==> config.mk <==
export PLATFORM = sky130hd
export DESIGN_NAME = aud_i2s_master_flat
export DESIGN_NICKNAME = d
export VERILOG_FILES = /design/src/rtl/aud_pkg.sv /design/src/rtl/aud_i2s_master_if.sv /design/src/rtl/aud_bclk_gen.sv /design/src/rtl/aud_i2s_master.sv /design/src/flat_wrapper.sv
export SDC_FILE = /design/constraint.sdc
export NUM_CORES = 1
export LEC_CHECK = 0
export ABC_AREA = 1
export BUFFER_PORTS_ARGS = -buffer_cell sky130_fd_sc_hd__buf_4
export CORE_MARGIN = 2
export CORE_UTILIZATION = 25
export CTS_BUF_LIST = sky130_fd_sc_hd__clkbuf_16
export CTS_CLUSTER_DIAMETER = 30
export CTS_CLUSTER_SIZE = 20
export DETAILED_ROUTE_END_ITERATION = 16
export PLACE_DENSITY = 0.45
export SLEW_MARGIN = 20
export SYNTH_ARGS = -nofsm -noshare
export SYNTH_HDL_FRONTEND = slang
export SYNTH_SLANG_ARGS = --single-unit
==> constraint.sdc <==
create_clock -name clk -period 2.1 [get_ports clk]
set_clock_uncertainty 0.05 [all_clocks]
set_input_delay 0.21 -clock clk [delete_from_list [all_inputs] [get_ports clk]]
set_output_delay 0.21 -clock clk [all_outputs]
set_load 0.1 [all_outputs]
==> src/rtl/aud_pkg.sv <==
// Shared framing constants and slot helpers for the I2S master.
// A frame is 64 bit clocks: two 32-bit slots, left then right.
package aud_pkg;

  localparam int FRAME_BITS = 64;
  localparam int SLOT_BITS  = 32;
  localparam int BIDX_W     = $clog2(FRAME_BITS);
  localparam int POS_W      = $clog2(SLOT_BITS);

  typedef logic [BIDX_W-1:0] bidx_t;
  typedef logic [POS_W-1:0]  pos_t;

  // Slot position 0 is the I2S one-bit delay; positions 1..data_w carry the sample MSB-first.
  function automatic logic pos_is_data(input pos_t p, input int data_w);
    return (p != '0) && (int'(p) <= data_w);
  endfunction

endpackage

==> src/rtl/aud_i2s_master_if.sv <==
// Sample-pair stream into the I2S master: one pair per frame, accepted on the s_ready strobe.
// s_ready is a one-cycle strobe, not a level; the source simply keeps s_valid up while it has data.
interface aud_i2s_master_if #(
  parameter int DATA_W = 16
);

  logic              s_valid;
  logic              s_ready;
  logic [DATA_W-1:0] s_left;
  logic [DATA_W-1:0] s_right;

  modport master (output s_valid, output s_left, output s_right, input s_ready);
  modport slave  (input s_valid, input s_left, input s_right, output s_ready);

endinterface

==> src/rtl/aud_bclk_gen.sv <==
// Bit-clock divider: AUD_BCLK toggles every BCLK_DIV clk cycles, first rise BCLK_DIV cycles after reset.
// Rise/fall strobes are high in the clk cycle whose closing edge makes AUD_BCLK go 0->1 / 1->0.
module aud_bclk_gen #(
  parameter int BCLK_DIV = 4
) (
  input  logic clk,
  input  logic rst,
  output logic AUD_BCLK,
  output logic bclk_rise,
  output logic bclk_fall
);

  localparam int CNT_W = (BCLK_DIV > 2) ? $clog2(BCLK_DIV) : 1;
  localparam logic [CNT_W-1:0] CNT_LAST = CNT_W'(BCLK_DIV - 1);

  logic [CNT_W-1:0] cnt;
  logic             half_done;

  assign half_done = (cnt == CNT_LAST);
  assign bclk_rise = half_done && !AUD_BCLK;
  assign bclk_fall = half_done && AUD_BCLK;

  always_ff @(posedge clk or posedge rst) begin
    if (rst) begin
      cnt      <= '0;
      AUD_BCLK <= 1'b0;
    end else if (half_done) begin
      cnt      <= '0;
      AUD_BCLK <= !AUD_BCLK;
    end else begin
      cnt <= cnt + CNT_W'(1);
    end
  end

endmodule

==> src/rtl/aud_i2s_master.sv <==
// I2S master transmitter: one sample pair per 64-bit frame, outputs change only on AUD_BCLK falls.
// Optional receive path under AUD_I2S_MASTER_RX_EN; m_* are registered on the s_ready strobe (visible next cycle).
module aud_i2s_master
  import aud_pkg::*;
#(
  parameter int BCLK_DIV = 4,
  parameter int DATA_W   = 16
) (
  input  logic              clk,
  input  logic              rst,
  aud_i2s_master_if.slave   s,
  output logic              AUD_BCLK,
  output logic              AUD_ADCLRCK,
  output logic              AUD_ADCDAT,
  output logic              underrun
`ifdef AUD_I2S_MASTER_RX_EN
  ,
  input  logic              AUD_DACDAT,
  output logic              m_valid,
  output logic [DATA_W-1:0] m_left,
  output logic [DATA_W-1:0] m_right
`endif
);

  logic              bclk_rise;
  logic              bclk_fall;
  logic              frame_end;
  bidx_t             b;
  bidx_t             b_nxt;
  pos_t              p_nxt;
  logic [DATA_W-1:0] tx_sh;
  logic [DATA_W-1:0] frame_r;
  logic [DATA_W-1:0] load_l;
  logic [DATA_W-1:0] load_r;

  aud_bclk_gen #(
    .BCLK_DIV (BCLK_DIV)
  ) u_bclk_gen (
    .clk       (clk),
    .rst       (rst),
    .AUD_BCLK  (AUD_BCLK),
    .bclk_rise (bclk_rise),
    .bclk_fall (bclk_fall)
  );

  assign frame_end = bclk_fall && (b == bidx_t'(FRAME_BITS - 1));
  assign b_nxt     = b + bidx_t'(1);
  assign p_nxt     = b_nxt[POS_W-1:0];

  assign s.s_ready = frame_end;
  assign underrun  = frame_end && !s.s_valid;
  assign load_l    = s.s_valid ? s.s_left  : '0;
  assign load_r    = s.s_valid ? s.s_right : '0;

  // The left word goes straight into the shifter; the right word waits in frame_r until its slot opens.
  always_ff @(posedge clk or posedge rst) begin
    if (rst) begin
      b           <= '1;
      AUD_ADCLRCK <= 1'b1;
      AUD_ADCDAT  <= 1'b0;
      tx_sh       <= '0;
      frame_r     <= '0;
    end else if (bclk_fall) begin
      b           <= b_nxt;
      AUD_ADCLRCK <= b_nxt[BIDX_W-1];
      if (frame_end) begin
        tx_sh      <= load_l;
        frame_r    <= load_r;
        AUD_ADCDAT <= 1'b0;
      end else if (b_nxt == bidx_t'(SLOT_BITS)) begin
        tx_sh      <= frame_r;
        AUD_ADCDAT <= 1'b0;
      end else if (pos_is_data(p_nxt, DATA_W)) begin
        AUD_ADCDAT <= tx_sh[DATA_W-1];
        tx_sh      <= tx_sh << 1;
      end else begin
        AUD_ADCDAT <= 1'b0;
      end
    end
  end

`ifdef AUD_I2S_MASTER_RX_EN
  logic [DATA_W-1:0] rx_l;
  logic [DATA_W-1:0] rx_r;

  // Data bits are captured on the rising bit-clock edge, mid-way through each bit cell.
  always_ff @(posedge clk or posedge rst) begin
    if (rst) begin
      rx_l    <= '0;
      rx_r    <= '0;
      m_left  <= '0;
      m_right <= '0;
      m_valid <= 1'b0;
    end else begin
      m_valid <= frame_end;
      if (bclk_rise && pos_is_data(b[POS_W-1:0], DATA_W)) begin
        if (b[BIDX_W-1]) begin
          rx_r <= DATA_W'({rx_r, AUD_DACDAT});
        end else begin
          rx_l <= DATA_W'({rx_l, AUD_DACDAT});
        end
      end
      if (frame_end) begin
        m_left  <= rx_l;
        m_right <= rx_r;
      end
    end
  end
`else
  logic unused_bclk_rise;
  assign unused_bclk_rise = bclk_rise;
`endif

endmodule

==> src/flat_wrapper.sv <==
// flat-port wrapper written by rule: the top's interface ports become plain ports
module aud_i2s_master_flat import aud_pkg::*;
#(
  parameter int BCLK_DIV = 4,
  parameter int DATA_W   = 16
)
  (clk, rst, AUD_BCLK, AUD_ADCLRCK, AUD_ADCDAT, underrun, s_s_valid, s_s_left, s_s_right, s_s_ready);
  aud_i2s_master_if #(.DATA_W(DATA_W)) s_i ();
  input  logic clk;
  input  logic rst;
  output logic AUD_BCLK;
  output logic AUD_ADCLRCK;
  output logic AUD_ADCDAT;
  output logic underrun;
  input wire logic [$bits(s_i.s_valid)-1:0] s_s_valid;
  input wire logic [$bits(s_i.s_left)-1:0] s_s_left;
  input wire logic [$bits(s_i.s_right)-1:0] s_s_right;
  output wire logic [$bits(s_i.s_ready)-1:0] s_s_ready;
  assign s_i.s_valid = s_s_valid;
  assign s_i.s_left = s_s_left;
  assign s_i.s_right = s_s_right;
  assign s_s_ready = s_i.s_ready;
  aud_i2s_master #(.BCLK_DIV(BCLK_DIV), .DATA_W(DATA_W)) u_core (.clk(clk), .rst(rst), .s(s_i), .AUD_BCLK(AUD_BCLK), .AUD_ADCLRCK(AUD_ADCLRCK), .AUD_ADCDAT(AUD_ADCDAT), .underrun(underrun));
endmodule
==> flow_metrics.tcl <==
set metrics [dict create \
    synth_common_cells "nand2_1 (163), dfrtp_1 (36), nand3_1 (36), inv_1 (22)" \
    postSynthAreaPerCell_sq_um 7.187 \
    rsz0062_at_grt "yes" \
    synth_seq_area_share_pct 48.29 \
    yosysMostFrequentCell "nand2_1" \
    rows 34 \
    run_status "complete, but fails checks" \
    startpoint_type "register" \
    fin_crit_ns 2.113 \
    dp_hpwl_um 3954 \
    coreArea_sq_mm 0.008593 \
    antenna_found_initial 0 \
    clk_latency_ns 0.28 \
    ctsRootBufferMaster "clkbuf_16" \
    async_flop_share_pct 100.0 \
    remaining_drc_errors 0 \
    die_x_um 97.64 \
    tightest_slew_ns 0.5432 \
    clk_pin_slew_ns 0.06 \
    synth_area_leaders "dfrtp_1 (41%), nand2_1 (28%), nand3_1 (8.2%)" \
    cp.arrival_ns 1.85 \
    setup_tns_ns -0.01262 \
    fin_crit_sh_pct 100.6 \
    hold_path.class "in -> async" \
    detail_route.wl_per_cell_um 12.00 \
    synth_edf_count 0 \
    drt_first_pass_iters 6 \
    io-pin-count 40 \
    clkSinkCount 42 \
    finalMaxSlewViolations 0 \
    vdd.ir_drop.worst_v 0.0003647 \
    max_cap_viol_count 0 \
    p_leak_nw 1.568 \
    crit_path_end_kind "primary output" \
    port_buffers 39 \
    path_max_fanout 5 \
    setup_violations 1 \
    die_h_um 97.64 \
    timing.fmax_mhz 473.3 \
    cts_tree "done" \
    drt_iter0_markers 39 \
    viasPerCell 4.316 \
    violations "negative setup slack" \
    final_hold_viol_count 0 \
    ys_warn_count 0 \
    area_delta_synth_final_pct 39.44 \
    grt.total_usage_pct 12.03 \
    grt_max_degree 43 \
    dp_slack_ns 0.08199 \
    clockBufferDepth 2 \
    powerDensity_mw_per_mm2 567.3 \
    die_area_sq_mm 0.009534 \
    synth_nets 342 \
    crit_required_ns 1.84 \
    fillers 936 \
    yosysUniqueCellTypes 20 \
    start_util_pct 25.51 \
    overflow 0 \
    synth_area_sq_mm 0.002192 \
    htree_levels 2 \
    numCtsBuffers 5 \
    synth_flop_cell "dfrtp_1" \
    drive_gt1_share_pct 27.00 \
    synth-seq-cells 42 \
    nets 400 \
    vias 2033 \
    ant_nets 0 \
    max_slew_margin_pct 63.79 \
    grt_pass1_wl_um 9308 \
    yosysTopAreaCellShare_pct 41.10 \
    routed_wl_um 5652 \
    antenna_cells 0 \
    synthCells 305 \
    p_total_w 0.001734 \
    yosysTopAreaCell "dfrtp_1" \
    grt_pass1_vias 1989 \
    crit_type "reg -> out" \
    routabilityCongestion 0.7561 \
    fin_ws_ns -0.01262 \
]
-- per-stage QoR --
stage,cells,hold slack [ns],area [sq um],util (%)
detailed placement,453,0.3540,2694,31.35
finish,471,0.02273,3057,35.57
global placement,453,0.3541,2694,31.35
global route,471,0.08372,3057,35.57
floorplan,305,0.2977,2230,-
CTS,463,0.05309,2910,33.87
-- cell usage in the layout, fill, tap and decap left out --
cell	synthesis	layout
o21ai_0	6	6
inv_4	0	2
xnor2_1	2	2
ha_1	2	1
nor2_4	0	1
inv_6	0	1
nor2_2	0	1
nor3_4	1	1
nor2_1	6	4
inv_1	22	22
nand3_4	0	1
nand2_1	163	155
dfrtp_1	36	35
nand2_2	4	9
dfrtp_4	0	1
buf_12	0	5
dfstp_2	6	5
ha_4	0	1
nand3_1	36	36
nand4_1	3	3
nand3_2	2	1
buf_4	1	58
clkinv_1	0	1
dfstp_4	0	1
nand2_4	0	3
bufinv_16	0	1
clkbuf_16	0	6
-- final timing paths --
check | start | endpoint | slack, ns | cells past startpoint
max in group asynchronous | rst | u_core.u_bclk_gen.AUD_BCLK$_DFFE_PP0N_ | 1.57 | 3
setup / recovery | u_core.b[0]$_DFFE_PP1P_ | underrun | -0.01 | 8
hold / removal | rst | u_core.tx_sh[7]$_DFFE_PP0P_ | 0.02 | 3
setup reg to reg | u_core.b[0]$_DFFE_PP1P_ | u_core.tx_sh[10]$_DFFE_PP0P_ | 0.04 | 12
hold reg to reg | u_core.u_bclk_gen.cnt[0]$_DFF_PP0_ | u_core.u_bclk_gen.cnt[0]$_DFF_PP0_ | 0.37 | 1
min in group clk | s_s_right[7] | u_core.frame_r[7]$_DFFE_PP0P_ | 0.10 | 3
-- worst max-delay path: stages (launching register included) --
cell,delay [ns]
dfstp_2,0.56
ha_4,0.15
nand3_4,0.07
inv_4,0.07
nand2_4,0.05
nor3_4,0.28
inv_4,0.09
nor2_4,0.12
buf_12,0.18
-- logic make-up (layout without fill, tap and decap cells) --
family / Yosys count / in the layout / synth area share (%)
compound gates: 6 / 6 / 1.370
xor+xnor: 2 / 2 / 0.7992
fa+ha+maj: 2 / 2 / 1.141
buf+inv: 38 / 96 / 7.591
flops: 42 / 42 / 48.29
simple gates: 215 / 215 / 40.81
-- layer usage --
metal / vias to the layer above / share of wire [%] / GRT usage (%)
met3: 4 / 3.4 / 3.165
met2: 35 / 49 / 19.58
met4: 0 / 0.55 / 2.244
li1: 1058 / - / -
met5: - / 0 / 0
met1: 936 / 48 / 16.28
-- cell type report --
type                       count  area (sq um)  area share (%)
sequential                    42          1066           34.88
clock buffer                   5         125.1           4.093
timing repair buffer          64         560.5           18.34
multi-input combinational    225          1032           33.77
inverter                      25         103.9           3.397
clock inverter                 2         33.78           1.105
tap                          108         135.1           4.421
-- report_power, final --
group,internal (W),switching (W)
Clock,0.000550,0.000299
Combinational,0.0000409,0.0000343
Sequential,0.000810,0
-- what timing repair did --
action                     4_1_cts  5_1_grt
gates resized for setup          9       20
hold buffers                     0        0
cloned                           0        1
setup endpoints to repair        2       18
buffers inserted                 3        8
pin swaps                        1        3
-- flip-flops by register name, indices dropped and copies added (netlist names) --
signal	count
u_core.frame_r	16
u_core.tx_sh	16
u_core.b	6
u_core.u_bclk_gen.cnt	2
u_core.AUD_ADCDAT	1
u_core.u_bclk_gen.AUD_BCLK	1
Power figures use the tool's default switching activity.
